`src/rtl/instr_prefetch_if.sv`:
```
// Bundled memory-side and core-side signals of the instruction prefetch unit.
// The master modport is the prefetch unit; the slave modport is its environment.
interface instr_prefetch_if;
  logic        instr_req;
  logic [31:0] instr_addr;
  logic        instr_valid;
  logic [31:0] instr_rdata;
  logic        redirect;
  logic [31:0] redirect_pc;
  logic        out_valid;
  logic        out_ready;
  logic [31:0] out_instr;
  logic [31:0] out_pc;

  modport master (
    output instr_req, instr_addr, out_valid, out_instr, out_pc,
    input  instr_valid, instr_rdata, redirect, redirect_pc, out_ready
  );

  modport slave (
    input  instr_req, instr_addr, out_valid, out_instr, out_pc,
    output instr_valid, instr_rdata, redirect, redirect_pc, out_ready
  );
endinterface

```
`src/rtl/instr_prefetch.sv`:
```
// Sequential instruction prefetcher with a first-word-fall-through FIFO and redirect flush.
// Optional performance counters are enabled with the INSTR_PREFETCH_PERF_EN macro.
module instr_prefetch_chk #(
  parameter int DEPTH = 4,
  parameter int CW    = 3
) (
  input logic          clk,
  input logic          resn,
  input logic          push_i,
  input logic [CW-1:0] count_i,
  input logic [1:0]    fetch_addr_lo_i
);
  localparam logic [CW-1:0] DEPTH_C = CW'(DEPTH);

  a_no_push_when_full: assert property (@(posedge clk) disable iff (!resn)
    !(push_i && (count_i == DEPTH_C)));

  a_fetch_addr_aligned: assert property (@(posedge clk) disable iff (!resn)
    fetch_addr_lo_i == 2'b00);
endmodule

module instr_prefetch #(
  parameter int          DEPTH    = 4,
  parameter logic [31:0] RESET_PC = 32'h0000_0000
) (
  input  logic              clk,
  input  logic              resn,
  instr_prefetch_if.master  bus
`ifdef INSTR_PREFETCH_PERF_EN
  ,
  output logic [31:0]       perf_fetches,
  output logic [31:0]       perf_discards
`endif
);
  localparam int            AW      = $clog2(DEPTH);
  localparam int            CW      = AW + 1;
  localparam logic [CW-1:0] DEPTH_C = CW'(DEPTH);

  typedef enum logic [1:0] {
    ST_IDLE    = 2'd0,
    ST_REQ     = 2'd1,
    ST_DISCARD = 2'd2
  } state_t;

  state_t        state_q, state_d;
  logic [31:0]   fetch_addr_q, fetch_addr_d;
  logic [CW-1:0] count_q, count_d;
  logic [AW-1:0] rd_ptr_q, rd_ptr_d;
  logic [AW-1:0] wr_ptr_q, wr_ptr_d;
  logic [31:0]   fifo_instr_q [DEPTH];
  logic [31:0]   fifo_pc_q    [DEPTH];

  logic          push_s;
  logic          drop_s;
  logic          pop_s;
  logic          out_valid_s;
  logic [CW-1:0] count_after_push_s;
  logic [31:0]   redirect_pc_s;

  assign redirect_pc_s      = bus.redirect_pc & 32'hFFFF_FFFC;
  assign out_valid_s        = (count_q != {CW{1'b0}});
  assign pop_s              = out_valid_s & bus.out_ready;
  assign count_after_push_s = count_q + CW'(1) - CW'(pop_s);

  assign bus.instr_req  = (state_q != ST_IDLE);
  assign bus.instr_addr = fetch_addr_q;
  assign bus.out_valid  = out_valid_s;
  assign bus.out_instr  = fifo_instr_q[rd_ptr_q];
  assign bus.out_pc     = fifo_pc_q[rd_ptr_q];

  // Fetch FSM: request issue, response acceptance and redirect handling.
  always_comb begin
    state_d      = state_q;
    fetch_addr_d = fetch_addr_q;
    push_s       = 1'b0;
    drop_s       = 1'b0;
    case (state_q)
      ST_IDLE: begin
        if (bus.redirect) begin
          fetch_addr_d = redirect_pc_s;
        end else if (count_q < DEPTH_C) begin
          state_d = ST_REQ;
        end else begin
          state_d = ST_IDLE;
        end
      end
      ST_REQ: begin
        if (bus.instr_valid) begin
          if (bus.redirect) begin
            drop_s       = 1'b1;
            fetch_addr_d = redirect_pc_s;
            state_d      = ST_REQ;
          end else begin
            push_s       = 1'b1;
            fetch_addr_d = fetch_addr_q + 32'd4;
            state_d      = (count_after_push_s < DEPTH_C) ? ST_REQ : ST_IDLE;
          end
        end else if (bus.redirect) begin
          fetch_addr_d = redirect_pc_s;
          state_d      = ST_DISCARD;
        end else begin
          state_d = ST_REQ;
        end
      end
      ST_DISCARD: begin
        if (bus.redirect) begin
          fetch_addr_d = redirect_pc_s;
        end else begin
          fetch_addr_d = fetch_addr_q;
        end
        // The stale response is consumed here; fetch_addr already points at the target.
        if (bus.instr_valid) begin
          drop_s  = 1'b1;
          state_d = ST_REQ;
        end else begin
          state_d = ST_DISCARD;
        end
      end
      default: begin
        state_d      = ST_IDLE;
        fetch_addr_d = fetch_addr_q;
      end
    endcase
  end

  // FIFO pointer and occupancy update; a redirect clears everything after any same-cycle pop.
  always_comb begin
    rd_ptr_d = rd_ptr_q;
    wr_ptr_d = wr_ptr_q;
    count_d  = count_q;
    if (bus.redirect) begin
      rd_ptr_d = {AW{1'b0}};
      wr_ptr_d = {AW{1'b0}};
      count_d  = {CW{1'b0}};
    end else begin
      if (pop_s) begin
        rd_ptr_d = rd_ptr_q + AW'(1);
      end else begin
        rd_ptr_d = rd_ptr_q;
      end
      if (push_s) begin
        wr_ptr_d = wr_ptr_q + AW'(1);
      end else begin
        wr_ptr_d = wr_ptr_q;
      end
      count_d = count_q + CW'(push_s) - CW'(pop_s);
    end
  end

  // Control state registers.
  always_ff @(posedge clk or negedge resn) begin
    if (!resn) begin
      state_q      <= ST_IDLE;
      fetch_addr_q <= RESET_PC;
      count_q      <= {CW{1'b0}};
      rd_ptr_q     <= {AW{1'b0}};
      wr_ptr_q     <= {AW{1'b0}};
    end else begin
      state_q      <= state_d;
      fetch_addr_q <= fetch_addr_d;
      count_q      <= count_d;
      rd_ptr_q     <= rd_ptr_d;
      wr_ptr_q     <= wr_ptr_d;
    end
  end

  // FIFO storage; entries reset to zero so the head reads zero out of reset.
  always_ff @(posedge clk or negedge resn) begin
    if (!resn) begin
      for (int i = 0; i < DEPTH; i++) begin
        fifo_instr_q[i] <= 32'h0000_0000;
        fifo_pc_q[i]    <= 32'h0000_0000;
      end
    end else if (push_s) begin
      fifo_instr_q[wr_ptr_q] <= bus.instr_rdata;
      fifo_pc_q[wr_ptr_q]    <= fetch_addr_q;
    end
  end

`ifdef INSTR_PREFETCH_PERF_EN
  logic [31:0]   perf_fetches_q;
  logic [31:0]   perf_discards_q;
  logic [CW-1:0] flushed_s;

  assign flushed_s     = bus.redirect ? (count_q - CW'(pop_s)) : {CW{1'b0}};
  assign perf_fetches  = perf_fetches_q;
  assign perf_discards = perf_discards_q;

  // Accepted fetches, plus dropped responses and entries lost to a flush.
  always_ff @(posedge clk or negedge resn) begin
    if (!resn) begin
      perf_fetches_q  <= 32'h0000_0000;
      perf_discards_q <= 32'h0000_0000;
    end else begin
      perf_fetches_q  <= perf_fetches_q + 32'(push_s);
      perf_discards_q <= perf_discards_q + 32'(drop_s) + 32'(flushed_s);
    end
  end
`endif

  instr_prefetch_chk #(
    .DEPTH (DEPTH),
    .CW    (CW)
  ) u_chk (
    .clk             (clk),
    .resn            (resn),
    .push_i          (push_s),
    .count_i         (count_q),
    .fetch_addr_lo_i (fetch_addr_q[1:0])
  );
endmodule

```
`src/flat_wrapper.sv`:
```
// flat-port wrapper written by rule: the top's interface ports become plain ports
module instr_prefetch_flat 
#(
  parameter int          DEPTH    = 4,
  parameter logic [31:0] RESET_PC = 32'h0000_0000
)
  (clk, resn, bus_instr_req, bus_instr_addr, bus_out_valid, bus_out_instr, bus_out_pc, bus_instr_valid, bus_instr_rdata, bus_redirect, bus_redirect_pc, bus_out_ready);
  instr_prefetch_if bus_i ();
  input  logic clk;
  input  logic resn;
  output wire logic [$bits(bus_i.instr_req)-1:0] bus_instr_req;
  output wire logic [$bits(bus_i.instr_addr)-1:0] bus_instr_addr;
  output wire logic [$bits(bus_i.out_valid)-1:0] bus_out_valid;
  output wire logic [$bits(bus_i.out_instr)-1:0] bus_out_instr;
  output wire logic [$bits(bus_i.out_pc)-1:0] bus_out_pc;
  input wire logic [$bits(bus_i.instr_valid)-1:0] bus_instr_valid;
  input wire logic [$bits(bus_i.instr_rdata)-1:0] bus_instr_rdata;
  input wire logic [$bits(bus_i.redirect)-1:0] bus_redirect;
  input wire logic [$bits(bus_i.redirect_pc)-1:0] bus_redirect_pc;
  input wire logic [$bits(bus_i.out_ready)-1:0] bus_out_ready;
  assign bus_instr_req = bus_i.instr_req;
  assign bus_instr_addr = bus_i.instr_addr;
  assign bus_out_valid = bus_i.out_valid;
  assign bus_out_instr = bus_i.out_instr;
  assign bus_out_pc = bus_i.out_pc;
  assign bus_i.instr_valid = bus_instr_valid;
  assign bus_i.instr_rdata = bus_instr_rdata;
  assign bus_i.redirect = bus_redirect;
  assign bus_i.redirect_pc = bus_redirect_pc;
  assign bus_i.out_ready = bus_out_ready;
  instr_prefetch #(.DEPTH(DEPTH), .RESET_PC(RESET_PC)) u_core (.clk(clk), .resn(resn), .bus(bus_i));
endmodule
```
`config.mk`:
```
export PLATFORM = sky130hd
export DESIGN_NAME = instr_prefetch_flat
export DESIGN_NICKNAME = d
export VERILOG_FILES = /design/src/rtl/instr_prefetch_if.sv /design/src/rtl/instr_prefetch.sv /design/src/flat_wrapper.sv
export SDC_FILE = /design/constraint.sdc
export NUM_CORES = 1
export LEC_CHECK = 0
export ABC_AREA = 1
export CORE_MARGIN = 2
export CORE_UTILIZATION = 55
export DETAILED_ROUTE_END_ITERATION = 16
export PLACE_DENSITY = 0.78
export SLEW_MARGIN = 20
export SYNTH_ARGS = -nofsm -noshare
export SYNTH_HDL_FRONTEND = slang
export SYNTH_SLANG_ARGS = --single-unit
```
`constraint.sdc`:
```
create_clock -name clk -period 5.2 [get_ports clk]
set_input_delay 1.04 -clock clk [delete_from_list [all_inputs] [get_ports clk]]
set_output_delay 1.04 -clock clk [all_outputs]
set_load 0.005 [all_outputs]
```
After elaboration in Yosys (flattened, before gate mapping)

Cells that the tools add are included.

Flip-flop bits (word level): 297
Bits of input ports: 69

Add/subtract/negate cells: 7
Magnitude comparators: 5
Eq/ne operators: 3
Muxes and demuxes: 30
Bitwise operators: 3
Reductions and logical operators: 8

Operators with widths:

| cell                  | number |
|---|---|
| $bwmux 128            | 2 |
| $mux 32               | 8 |
| $bmux 32 s2           | 2 |
| $demux 32 s2          | 1 |
| $pmux 32 s2           | 1 |
| $add 32x3->32 const B | 1 |
| $mux 2                | 9 |
| $reduce_bool 2->1     | 4 |
| $ge 3x3->1 const B    | 2 |
| $lt 3x3->1 const B    | 2 |
| $not 2->3             | 2 |
| $pmux 2 s3            | 1 |
| $sub 3x1->3           | 2 |
| $mux 1                | 5 |
| $add 2x1->2 const B   | 2 |
| $add 3x1->3           | 1 |
| $add 3x1->3 const B   | 1 |
| $lt 3x1->1 const B    | 1 |
| $mux 3                | 1 |
| $reduce_bool 3->1     | 1 |
| $eq 2x1->1 const B    | 1 |
| $eq 2x2->1 const B    | 1 |
| $logic_not 2->1       | 1 |
| $ne 2x2->1 const B    | 1 |
| 3 further kinds       | 3 |

Longest topological paths before layout

Depth in word-level cells: 8
Depth in mapped cells: 11
Depth with buffers taken out: 11

Worst setup path after synthesis

No wires, ideal clock.

Path kind: input -> register
Start point: in bus_out_ready
End point: reg u_core.count_q[2]
Setup time: 86 ps
Arrival: 2271 ps
Required time: 5114 ps
Slack: 2843 ps
Cell stages on the path: 9
Path buffers: 0
Cell sequence: nand2_1 inv_1 ha_1 inv_1 ha_1 inv_1 fa_1 and3_1 nor3_1

Longest elaborated chain between the ends: 3

Ends and longest elaborated chain:

| element               | RTL line              | source |
|---|---|---|
| from (decl)           | flat_wrapper.sv:20    | `input wire logic [$bits(bus_i.out_ready)-1:0] bus_out_ready;` |
| $and 1x1->1           | instr_prefetch.sv:62  | `assign pop_s = out_valid_s & bus.out_ready;` |
| $sub 3x1->3           | instr_prefetch.sv:146 | `count_d = count_q + CW'(push_s) - CW'(pop_s);` |
| $mux 3                | instr_prefetch.sv:131 | `if (bus.redirect) begin` |
| net u_core.count_d[2] | instr_prefetch.sv:47  | `logic [CW-1:0] count_q, count_d;` |
| to (signal assigned)  | instr_prefetch.sv:155 | `count_q <= {CW{1'b0}};` |
| to (signal assigned)  | instr_prefetch.sv:161 | `count_q <= count_d;` |
| to (decl)             | instr_prefetch.sv:47  |  |

The timed path passes the listed nets, and every way through them passes these cells.
A chain may end at the register's enable or synchronous reset.

Final worst setup path

Start point: reg u_core.rd_ptr_q[0]
End point: out bus_out_pc[16]

Longest elaborated chain between the ends: 4

Ends and longest elaborated chain:

| element                                    | RTL line              | source |
|---|---|---|
| from (decl)                                | instr_prefetch.sv:48  | `logic [AW-1:0] rd_ptr_q, rd_ptr_d;` |
| from (signal assigned)                     | instr_prefetch.sv:156 | `rd_ptr_q <= {AW{1'b0}};` |
| from (signal assigned)                     | instr_prefetch.sv:162 | `rd_ptr_q <= rd_ptr_d;` |
| $not 2->3 (implied by the code)            | instr_prefetch.sv:69  | `assign bus.out_pc = fifo_pc_q[rd_ptr_q];` |
| $bmux 32 s2                                | instr_prefetch.sv:69  |  |
| $mux 32 (implied by the code) (2 in a row) | instr_prefetch.sv:69  |  |
| to (decl)                                  | flat_wrapper.sv:15    | `output wire logic [$bits(bus_i.out_pc)-1:0] bus_out_pc;` |

Every way passes these cells. The select of a mux whose other input is x is not followed.

==> impl_metrics.toml <==
[detailed_routing]
first_pass_iters = 5
drtIter0Drc = 1103
via_per_inst = 5.655
drc_errors = 0
wl_per_cell_um = 16.35
detail-route-antenna-nets = 0
drt-total-wl_mm = 35.47
vias = 12270

[synthesis]
synth_nets = 1785
ys_warn_count = 0
syn_area_per_cell_um2 = 8.518
yosys.area.top_type = "dfrtp_1"
synth.top_cell.area_share_pct = 51.11
async_reset_ff_share_pct = 100.0
synth_flop_cell = "dfrtp_1"
synth_area_leaders = "dfrtp_1 51%, nand2_1 11%, o21ai_2 6.1%"
synth.distinct_cells = 36
synthTopCellsByCount = "417 x nand2_1, 297 x dfrtp_1, 189 x nor2_1"
synth_seq_cells = 297
synth_most_common_cell = "nand2_1"
syn_area_mm2 = 0.01454
synth_edf_count = 0
ys_seq_area_share_pct = 51.11
syn-instance-count = 1707

[power_and_ir_drop]
ir_worst_vdd_mv = 0.3404
power_leakage_nw = 7.932
power_mw = 9.024
cellPowerDensity_mw_per_mm2 = 530.7

[timing]
rsz0062_at_grt = "no"
drv_slew = 0
tns_ps = 0
hold_viol_final = 0
worst_slack_ps = 961.9
slew_headroom_pct = 32.59
fin_crit_sh_pct = 81.50
setup_viol = 0
timing.hold.ws_ps = 474.6
skew_ps = 12.78
min_period_ps = 4238
worstMarginPinSlew_ps = 1010
fmax_ghz = 0.2360

[setup_path]
worstPathCellList = "buf_4 > o21ai_0 > o22ai_1 > clkdlybuf4s50_1"
crit_required_ps = 4160
cp_max_fo = 82
start_kind = "flip-flop"
crit_arrival_ps = 3200
end_kind = "primary output"
ff2ff_path_depth = 5
cpPeakStageDelay_ps = 770
rrSetupSlack_ps = 2200
cpMaxStageDelayCell = "dfrtp_4"
criticalPathCategory = "flip-flop to primary output"

[floorplan]
initial_utilization_pct = 55.96
ios = 167
core_mm2 = 0.02598
core.rowCount = 59
die-width_um = 166.6
die_area_mm2 = 0.02775
die_h_um = 166.6

[place]
placed_area_mm2 = 0.01595
hpwlAfterDp_mm = 21.34
io_buffers = 164
dp_slack_ps = 1527
gp_congestion = 0.9325
dp_cells = 2112

[clocking]
path_clk_slew_ps = 60
postCtsHoldBufs = 0
cts.path.max_buffers = 3
cts_made_buffers = 31
cts_tree = "built"
cts_root_buf = "clkbuf_16"
cts-resized-gates = 0
post-cts-setup-buffers = 0
insertion_delay_ps = 540
htreeDepth = 1
cts.sink_count = 297

[global_route]
grt_pass1_wl_mm = 58.62
grt_pass1_vias = 11670
grt_usage_pct = 25.38
grt_max_degree = 129
grt_overflow = 0
antenna_found_initial = 0

[final_layout]
nets = 1888
final_util_pct = 65.44
instances_no_fill = 2169
drive_gt1_share_pct = 10.74
antenna_cells = 0
area_growth_pct = 16.95
final_area_mm2 = 0.01701

[min_path]
hold_path_class = "flip-flop to flip-flop"
timing.hold.worst_path_depth = 2

[status]
status = "complete, no violations"

[run]
max_cap_violations = 0
-- worst paths after layout --
kind                                        endpoint                    start
setup / recovery                      bus_out_pc[16]       u_core.rd_ptr_q[0]
hold / removal               u_core.fifo_instr_q[62]  u_core.fifo_instr_q[62]
setup reg to reg           u_core.bus.instr_addr[10]        u_core.state_q[0]
hold reg to reg              u_core.fifo_instr_q[62]  u_core.fifo_instr_q[62]
max in group asynchronous       u_core.fifo_pc_q[36]                     resn
min in group asynchronous    u_core.fifo_instr_q[27]                     resn
-- kinds of logic (layout without fill, tap and decap cells) --
family                   after synthesis  in the layout  synth area share, %
AO/OA/AOI/OAI                        506            506                20.78
adder cells (fa/ha/maj)                9              9               0.8261
buffers and inverters                214            341                8.416
flip-flops                           297            297                51.11
AND/OR/NAND/NOR                      681            681                18.86
-- critical path, delay by kind of cell, from the launching register on --
| family | cells | cell delay, ps |
|---|---|---|
| compound gates | 2 | 550 |
| buf+inv | 2 | 1310 |
| flops | 1 | 770 |
-- layer usage --
metal | global-route usage, % | wire length, um | up-vias
met5 | 0 | 0 | -
met2 | 40.19 | 16320 | 458
met3 | 3.232 | 2414 | 58
li1 | - | - | 5891
met4 | 7.009 | 812 | 0
met1 | 37.22 | 15920 | 5858
-- flip-flops by register name, summed over array words and instances, names as in the netlist --
signal and count:
u_core.bus.instr_addr 32, u_core.count_q 3, u_core.fifo_instr_q 128, u_core.fifo_pc_q 128, u_core.rd_ptr_q 2, u_core.state_q 2
u_core.wr_ptr_q 2
-- final cells by class --
cell class | instances | area, um^2
clock buffer | 41 | 883.3
clock inverter | 16 | 171.4
multi-input combinational | 1196 | 5893
fill | 2105 | 8980
sequential | 297 | 7437
inverter | 105 | 404.1
timing repair buffer | 179 | 1797
tap | 335 | 419.2
-- power breakdown --
part / total (mW) / internal (mW) / switching, mW / leakage (nW)
registers: 3.53 / 3.02 / 0.502 / 3.91
logic: 3.24 / 1.53 / 1.71 / 3.50
clock network: 2.25 / 1.34 / 0.913 / 0.522
-- placed cells by master (no fill, tap or decap), types with 2 or more instances in the layout --
| master | Yosys | routed |
|---|---|---|
| nand2_4 | 5 | 4 |
| clkbuf_1 | 41 | 3 |
| o21ai_0 | 159 | 159 |
| clkinvlp_4 | 0 | 2 |
| inv_2 | 5 | 6 |
| o21ai_2 | 101 | 101 |
| clkbuf_16 | 0 | 31 |
| nor2_1 | 189 | 189 |
| a21oi_1 | 12 | 12 |
| nor3_2 | 2 | 2 |
| nand3_1 | 44 | 44 |
| o211ai_1 | 4 | 4 |
| buf_4 | 1 | 12 |
| inv_1 | 98 | 96 |
| o21ai_1 | 158 | 158 |
| clkbuf_8 | 0 | 7 |
| o22ai_1 | 65 | 65 |
| clkinv_2 | 0 | 8 |
| nand2_1 | 417 | 417 |
| bufinv_16 | 0 | 3 |
| nand4_1 | 12 | 12 |
| nor2_4 | 2 | 2 |
| ha_1 | 8 | 8 |
| dfrtp_1 | 297 | 295 |
| nor3_1 | 2 | 2 |
| buf_12 | 0 | 3 |
| clkdlybuf4s50_1 | 0 | 163 |
| clkinv_4 | 0 | 3 |
| nor2_2 | 4 | 4 |
| a31oi_1 | 2 | 2 |
Note: power is estimated with default switching activity, not from simulation.
